==> config.mk <==
export PLATFORM = sky130hd
export DESIGN_NAME = stage2_sched
export DESIGN_NICKNAME = d
export VERILOG_FILES = /design/src/rtl/stage2_sched.sv
export SDC_FILE = /design/constraint.sdc
export NUM_CORES = 1
export LEC_CHECK = 0
export CAP_MARGIN = 30
export CORE_UTILIZATION = 60
export DETAILED_ROUTE_END_ITERATION = 16
export MAX_ROUTING_LAYER = met4
export PLACE_DENSITY = 0.87
export SLEW_MARGIN = 10
export SYNTH_ARGS = -nofsm -noshare
export SYNTH_HDL_FRONTEND = slang
export SYNTH_SLANG_ARGS = --single-unit
==> constraint.sdc <==
create_clock -name CLK_i -period 10.03 [get_ports CLK_i]
set_input_delay 1.003 -clock CLK_i [delete_from_list [all_inputs] [get_ports CLK_i]]
set_output_delay 1.003 -clock CLK_i [all_outputs]
set_load 0.01 [all_outputs]
==> src/rtl/stage2_sched.sv <==
// stage2_sched: step/stage sequencer for the stage-2 normalise/compare datapath.
// Runs one pass over the operand stream, advancing the step counter on every
// accepted operand and mapping the step onto a datapath stage via the latched
// boundaries. A one-deep output register carries the stage tag to the sink.
// Optional feature macro: STAGE2_SCHED_PERF_EN adds the perf_stall_o counter.
module stage2_sched #(
    parameter int PARA   = 16,
    parameter int NBOUND = 7
) (
    input  logic                   CLK_i,
    input  logic                   RST_i,
    input  logic                   start_i,
    input  logic [NBOUND*PARA-1:0] cfg_boundary_i,
    input  logic                   in_valid_i,
    output logic                   in_ready_o,
    output logic                   out_valid_o,
    input  logic                   out_ready_i,
    output logic [2:0]             out_stage_o,
    output logic [PARA-1:0]        step_o,
    output logic [2:0]             stage_o,
    output logic                   mode_o,
    output logic                   stall_o,
    output logic                   busy_o,
    output logic                   done_o,
    output logic                   cfg_err_o
`ifdef STAGE2_SCHED_PERF_EN
    ,
    output logic [31:0]            perf_stall_o
`endif
);

    typedef enum logic [2:0] {
        S_IDLE  = 3'd0,
        S_CHECK = 3'd1,
        S_RUN   = 3'd2,
        S_DRAIN = 3'd3,
        S_DONE  = 3'd4
    } state_t;

    state_t                         state_r;
    state_t                         state_s;
    logic [NBOUND-1:0][PARA-1:0]    bnd_r;
    logic [PARA-1:0]                step_r;
    logic [2:0]                     stage_r;
    logic                           out_valid_r;
    logic [2:0]                     out_stage_r;
    logic                           cfg_err_r;

    logic                           in_ready_s;
    logic                           fire_s;
    logic                           start_acc_s;
    logic                           stall_s;
    logic [PARA-1:0]                step_nxt_s;
    logic [2:0]                     stage_nxt_s;

    // Largest k whose lower boundary the step has passed; 0 when none.
    function automatic logic [2:0] stage_of(input logic [PARA-1:0] step,
                                            input logic [NBOUND-1:0][PARA-1:0] bnd);
        logic [2:0] stg;
        stg = 3'd0;
        for (int k = 1; k <= NBOUND; k++) begin
            stg = (step > bnd[k-1]) ? 3'(k) : stg;
        end
        return stg;
    endfunction

    // True when any boundary is smaller than its predecessor.
    function automatic logic order_bad(input logic [NBOUND-1:0][PARA-1:0] bnd);
        logic bad;
        bad = 1'b0;
        for (int k = 1; k < NBOUND; k++) begin
            bad = bad | (bnd[k] < bnd[k-1]);
        end
        return bad;
    endfunction

    // Handshake, accepted-start and next step/stage decode.
    always_comb begin
        in_ready_s  = (state_r == S_RUN) & (~out_valid_r | out_ready_i);
        fire_s      = in_ready_s & in_valid_i;
        start_acc_s = (state_r == S_IDLE) & start_i;
        stall_s     = out_valid_r & ~out_ready_i;
        step_nxt_s  = step_r + PARA'(1'b1);
        stage_nxt_s = stage_of(step_nxt_s, bnd_r);
    end

    // Pass sequencing next-state logic.
    always_comb begin
        state_s = state_r;
        case (state_r)
            S_IDLE: begin
                if (start_i) state_s = S_CHECK;
                else         state_s = S_IDLE;
            end
            S_CHECK: begin
                if (order_bad(bnd_r)) state_s = S_IDLE;
                else                  state_s = S_RUN;
            end
            S_RUN: begin
                if (fire_s && (stage_nxt_s == 3'(NBOUND))) state_s = S_DRAIN;
                else                                       state_s = S_RUN;
            end
            S_DRAIN: begin
                if (~out_valid_r | out_ready_i) state_s = S_DONE;
                else                            state_s = S_DRAIN;
            end
            S_DONE:  state_s = S_IDLE;
            default: state_s = S_IDLE;
        endcase
    end

    // State register.
    always_ff @(posedge CLK_i or posedge RST_i) begin
        if (RST_i) state_r <= S_IDLE;
        else       state_r <= state_s;
    end

    // Boundary latch plus step/stage counters; stage only moves on a fire.
    always_ff @(posedge CLK_i or posedge RST_i) begin
        if (RST_i) begin
            bnd_r   <= {(NBOUND*PARA){1'b0}};
            step_r  <= {PARA{1'b0}};
            stage_r <= 3'd0;
        end else if (start_acc_s) begin
            bnd_r   <= cfg_boundary_i;
            step_r  <= {PARA{1'b0}};
            stage_r <= 3'd0;
        end else if (fire_s) begin
            step_r  <= step_nxt_s;
            stage_r <= stage_nxt_s;
        end else begin
            step_r  <= step_r;
            stage_r <= stage_r;
        end
    end

    // Result register: a fire reloads it (tagged with the pre-update stage),
    // otherwise a sink acceptance empties it.
    always_ff @(posedge CLK_i or posedge RST_i) begin
        if (RST_i) begin
            out_valid_r <= 1'b0;
            out_stage_r <= 3'd0;
        end else if (fire_s) begin
            out_valid_r <= 1'b1;
            out_stage_r <= stage_r;
        end else if (out_valid_r && out_ready_i) begin
            out_valid_r <= 1'b0;
        end else begin
            out_valid_r <= out_valid_r;
        end
    end

    // Sticky configuration error, cleared by the next accepted start.
    always_ff @(posedge CLK_i or posedge RST_i) begin
        if (RST_i)                                     cfg_err_r <= 1'b0;
        else if (start_acc_s)                          cfg_err_r <= 1'b0;
        else if (state_r == S_CHECK && order_bad(bnd_r)) cfg_err_r <= 1'b1;
        else                                           cfg_err_r <= cfg_err_r;
    end

`ifdef STAGE2_SCHED_PERF_EN
    logic [31:0] perf_r;

    // Saturating count of stalled cycles while a pass is moving data.
    always_ff @(posedge CLK_i or posedge RST_i) begin
        if (RST_i)            perf_r <= 32'd0;
        else if (start_acc_s) perf_r <= 32'd0;
        else if ((state_r == S_RUN || state_r == S_DRAIN) && stall_s &&
                 (perf_r != 32'hFFFF_FFFF))
                              perf_r <= perf_r + 32'd1;
        else                  perf_r <= perf_r;
    end

    assign perf_stall_o = perf_r;
`endif

    assign in_ready_o  = in_ready_s;
    assign out_valid_o = out_valid_r;
    assign out_stage_o = out_stage_r;
    assign step_o      = step_r;
    assign stage_o     = stage_r;
    assign mode_o      = (stage_r != 3'd1);
    assign stall_o     = stall_s;
    assign busy_o      = (state_r != S_IDLE);
    assign done_o      = (state_r == S_DONE);
    assign cfg_err_o   = cfg_err_r;

endmodule

Word level (Yosys, flattened, before mapping)
Cells that the tools add are included.
Storage, ports and cells
  flip-flop bits (word level): 139
  bits of input ports: 117
  output and inout bits: 29
  word-level logic and storage cells: 73
Cells by class
  equality and inequality tests: 6
  add/sub/neg operators: 1
  order comparisons: 13
  reduce and logical (&&, ||, !) cells: 8
  muxes and demuxes: 20
  bitwise logic cells: 12
Operator list (count)
  > comparator 16 bit: 7
  < comparator 16 bit: 6
  2-to-1 mux 16 bit: 2
  2-to-1 mux 3 bit: 7
  adder 16 x 1 -> 16 bit, second input constant: 1
  one-hot mux 3 bit (4 select lines): 1
  2-to-1 mux 1 bit: 7
  equality test 3 x 2 -> 1 bit, second input constant: 2
  equality test 3 bit, second input constant: 2
  2-to-1 mux 2 bit: 3
  bitwise OR 1 bit: 6
  nonzero test 2 bit: 3
  bitwise AND 1 bit: 4
  equality test 3 x 1 -> 1 bit, second input constant: 1
  logical AND 1 bit: 3
  zero test 3 bit: 1
  inequality test 3 x 1 -> 1 bit, second input constant: 1
  nonzero test 3 bit: 1
  NOT 1 bit: 2

Depth between registers and ports, before layout
  depth in word-level cells: 13
  mapped depth: 16
  depth with buffers taken out: 16

Worst setup path before layout
Ideal clock, no wire load.
  kind: reg2reg
  start: register step_r[0] (netlist: step_o[0])
  end: register stage_r[1] (netlist: stage_o[1])
  path buffers: 0
  arrival time: 3554 ps
  required time: 9910 ps
  clock period less this slack: 3674 ps
  cell stages (with the launch flop): 16
  path slack: 6356 ps
  setup time: 120 ps
  cells stage by stage: dfrtp_1 ha_1 nand3_1 nor2_1 and3_1 and3_1 nand3_1 xnor2_1 ha_1 nand4_1 or4_4 o221ai_2 o21ai_0 o311ai_1 a31oi_1 a31o_1
On the way
  longest elaborated chain between the ends: 10
  elaborated cells on any way between the ends: 15
  those cells by class: add/sub: 1; order compare: 6; mux: 8
Ends and longest elaborated chain
  start: declaration: line 43  | logic [PARA-1:0] step_r;
  start signal: assignment: line 122  | step_r <= {PARA{1'b0}};
  start signal: assignment: line 126  | step_r <= {PARA{1'b0}};
  start signal: assignment: line 129  | step_r <= step_nxt_s;
  adder 16 x 1 -> 16 bit *: line 83  | step_nxt_s = step_r + PARA'(1'b1);
  > comparator 16 bit: line 62  | stg = (step > bnd[k-1]) ? 3'(k) : stg;
  2-to-1 mux 2 bit (2 in series): line 62
  2-to-1 mux 3 bit (3 in series): line 62
  2-to-1 mux 3 bit *: line 62
  2-to-1 mux 3 bit *: line 128  | end else if (fire_s) begin
  2-to-1 mux 3 bit *: line 124  | end else if (start_acc_s) begin
  end signal: assignment: line 130  | stage_r <= stage_nxt_s;
  end signal: assignment: line 133  | stage_r <= stage_r;
  end: declaration: line 44  | logic [2:0] stage_r;
Every way passes the cells marked *; elsewhere a longest branch is shown, timed or not. The select of a mux whose other input is x is not followed.
A chain may end at the register's enable or synchronous reset.

Worst setup path in the final report
  start: register step_r[0] (netlist: step_o[0])
  end: register stage_r[0] (netlist: stage_o[0])
On the way
  longest elaborated chain between the ends: 11
  elaborated cells on any way between the ends: 17
  those cells by class: add/sub: 1; order compare: 7; mux: 9
Ends and longest elaborated chain (line)
  adder 16 x 1 -> 16 bit *: 83
  > comparator 16 bit: 62
  2-to-1 mux 1 bit: 62
  2-to-1 mux 2 bit (2 in series): 62
  2-to-1 mux 3 bit (3 in series): 62
  2-to-1 mux 3 bit *: 62
  2-to-1 mux 3 bit *: 128
  2-to-1 mux 3 bit *: 124
Marks and branches as above.

==> PnR_summary.wiki <==
{| class="wikitable"
! Metric !! Value
|-
| Status || finished, final reports clean
|-
| ANT cells || 0
|-
| Routed length per instance || between 15 and 20 µm
|-
| Net switching power figure || 642 µW
|-
| Critical path data required time || between 10000 and 15000 ps
|-
| Worst-case clock skew || 11.1 ps
|-
| Average footprint of a synthesized cell || around 8.8 µm²
|-
| Register clock-pin slew on the reported worst setup and hold paths || 70 ps
|-
| I/O pin total || between 100 and 150
|-
| Worst Hold Path EP || out_stage_o[2]
|-
| Sequential Power Share || between 30% and 40%
|-
| Number of distinct library cells after synthesis || 65
|-
| Synth async-reset ratio || 100%
|-
| Clock Sinks || 139
|-
| FF-to-FF setup slack || around 5600 ps
|-
| Cell type group with the largest total delay on the critical path || simple AND/OR/NAND/NOR gates
|-
| RSZ-0062 raised after global routing || false
|-
| Number of nets in the layout || 1597
|-
| Reg2reg end || stage_o[0]
|-
| Transition time at the pin with the least slew margin || slightly below 1000 ps
|-
| Synthesized Nets || between 1k and 1.5k
|-
| Fraction of post-synthesis cell area in the top cell type by area || 34.7%
|-
| Critical Setup Path Class || reg2reg
|-
| Number of global-route vias before repair || 9204
|-
| Pin count of the biggest net entering global routing || between 90 and 100
|-
| Cell taking the most area after synthesis || dfrtp_1
|-
| Effective utilization at floorplan || between 60% and 70%
|-
| Data arrival at the endpoint of the critical path || ~4800 ps
|-
| Sequential share of the synthesized area || about a third
|-
| Most frequent cell after synthesis || ha_1
|-
| Instance count along the most critical hold path || 2
|-
| Crit path capture type || register
|-
| Quantity of I/O buffers inserted on ports || approximately 150
|-
| Combinational cell fraction of total power || between 20% and 30%
|-
| Overall power after layout || between 1500 and 2000 µW
|-
| Peak supply drop || ~0.00014 V
|-
| Total routing usage reported by global routing || around 36%
|-
| YS warnings || 0
|-
| Most numerous cell types in the synthesized netlist || ha_1 (203), nand2_1 (188), o21ai_0 (142)
|-
| Origin of the worst min-delay path || out_stage_o[2]
|-
| Synthesized cell area || ~10000 µm²
|-
| Number of max-slew violations in the final report || 0
|-
| Vias post-DR || about 9.3k
|-
| Clock root cell || clkbuf_16
|-
| Internal || between 1000 and 1500 µW
|-
| Switching fraction of total power || approximately 33%
|-
| Critical path peak fanout || 13
|-
| Number of antenna violations at the first check in global routing || 0
|-
| Placer's final routability congestion estimate || 0.939
|-
| Area of the core || roughly 16000 µm²
|-
| Cell breakdown of the critical path || ha_1 > nand3_1 > nor2_1 > and3_1 > and3_1 > nand3_1 > xnor2_1 > ha_1 > nand4_1 > or4_4 > o221ai_2 > o21a_1 > a311o_1 > o211ai_1 > a31oi_1
|-
| Cts bufs inserted || 17
|-
| LEAKAGE || between 0.006 and 0.007 µW
|-
| Die Ht || around 130 µm
|-
| Maximum buffer depth of the clock tree || 2
|-
| Floorplan die width || about 130 µm
|-
| Total Negative Setup Slacks || 0 ps
|-
| Area Growth Syn to Fin || 23.3%
|-
| Wire length of the first global-routing pass || roughly 47000 µm
|-
| Global-route congestion overflow total || 0
|-
| First-pass iteration count of the detailed router || 5
|-
| Layout cells sized above 1 || approximately 4.8%
|-
| Top post-synthesis cells by area || dfrtp_1 (35%), ha_1 (25%), o21ai_0 (7.1%), nand2_1 (7.0%), inv_1 (4.1%)
|-
| Hold buffer count at cts || 0
|-
| Headroom to the max-slew limit || about a third
|-
| DRC violation count after routing || 0
|-
| Clk network pwr share || a little over a third
|-
| CP peak stage delay || between 700 and 800 ps
|-
| Final Critical Period || ~4400 ps
|-
| Cells after synthesis || 1133
|-
| Number of setup buffers added after CTS || 0
|-
| Bufs and invs on worst path || 0
|-
| Routed Wire Length || 29400 µm
|-
| Post-CTS Resized || 0
|-
| CP Depth || 15
|-
| Post-route antenna net violation count || 0
|-
| Depth of the CTS H-tree || 4
|-
| Number of standard-cell rows in the floorplan || 46
|-
| Peak clock frequency supported by timing || roughly 0.23 GHz
|-
| Startpoint of the lowest-slack register-to-register path || step_o[0]
|-
| Primary FF master, synth || dfrtp_1
|-
| Clock tree from TritonCTS || built
|-
| Worst Reg-to-Reg Cells || 15
|-
| Final Hold Fails || 0
|-
| Number of max-cap violations || 0
|-
| Post-route fraction of the period consumed by the critical path || between 40 and 50%
|-
| HPWL Detailed || around 21000 µm
|-
| Via density per instance || ~6.2
|-
| Synth Register Bits || 139
|-
| Count of endpoints failing setup in the final report || 0
|-
| DRC marker count from the first detailed-route iteration || roughly 830
|-
| Kind of path behind the tightest hold check || reg2reg
|-
| DIE AREA || 17200 µm²
|-
| Insertion delay of the later-clocked pin in the worst-skew pair || around 450 ps
|-
| Type of element launching the critical path || register
|-
| EDFF count, synth || 0
|-
| Slowest cell on crit path || xnor2_1
|-
| Total power density per cell area || roughly 160 nW/µm²
|}
-- sequential cells by signal, indices dropped and copies added, names as in the netlist --
signal       count
bnd_r          112
cfg_err_o        1
out_stage_o      3
out_valid_o      1
stage_o          3
state_r          3
step_o          16
-- cell usage in the layout (no fill, tap or decap), types with 7 or more instances in the layout --
master / count
nor2b_1: 7
nor3_1: 7
nand2_1: 188
nand4_1: 34
o211ai_1: 13
inv_1: 109
clkbuf_16: 17
a211oi_1: 15
buf_4: 9
xor2_1: 8
nor2_1: 35
dfrtp_1: 139
o21ai_1: 7
clkdlybuf4s50_1: 145
a21o_1: 19
a21oi_1: 58
o21ai_0: 142
ha_1: 203
nand3_1: 33
-- worst min-delay path: cells and delay by family, from the launching register on --
family	cells	cell delay, ps
DFF	1	350
and+or+nand+nor	2	110
-- cells by family (layout without fill, tap and decap cells) --
| group | count (synthesis) | after routing | synth area share (%) |
|---|---|---|---|
| xor+xnor | 14 | 14 | 1.30 |
| buf+inv | 141 | 298 | 5.43 |
| flops | 139 | 139 | 34.7 |
| simple gates | 340 | 340 | 15.5 |
| fa+ha+maj | 203 | 203 | 25.3 |
| compound gates | 296 | 296 | 17.7 |
-- final cells by class --
cell class                 count  area [µm²]
timing repair buffer         156        1550
clock inverter                14         194
fill                        1117        3760
multi-input combinational    853        6010
inverter                     110         418
tap                          216         270
clock buffer                  18         439
sequential                   139        3480
-- layer usage --
metal  track usage [%]  share of wire [%]  vias to the layer above
li1                  -                  -                     4316
met1              43.9                 40                     4401
met2              57.3                 47                      469
met3              7.02                8.0                      125
met4              19.2                5.1                        0
met5                 -                  0                        -
-- power by group through the flow --
stage,clock (µW),sequential [µW],combinational (µW)
final,690,678,556
after global routing,711,685,623
after CTS,686,677,543
after detailed placement,0,685,526
after global placement,0,683,495
after floorplan,0,670,351
-- stage by stage --
stage | cell area (µm²) | util (%) | hold WS (ps) | setup WS (ps) | std cells
floorplan | 10000 | - | 464 | 5300 | 1133
global placement | 11700 | 72.5 | 464 | 5800 | 1470
detailed placement | 11700 | 72.5 | 487 | 5650 | 1472
CTS | 12300 | 76.5 | 502 | 5610 | 1504
global route | 12400 | 76.6 | 533 | 5300 | 1506
finish | 12400 | 76.6 | 493 | 5600 | 1506
-- worst max path at each step --
stage | slack, ps | from | endpoint
2_1_floorplan | 5300 | RST_i | bnd_r[0]
3_3_place_gp | 5800 | step_o[0] | stage_o[1]
3_5_place_dp | 5650 | step_o[0] | stage_o[0]
4_1_cts | 5610 | step_o[0] | stage_o[0]
5_1_grt | 5300 | step_o[0] | stage_o[0]
6_report | 5600 | step_o[0] | stage_o[0]
No activity file was read; power rests on OpenSTA's default activity.
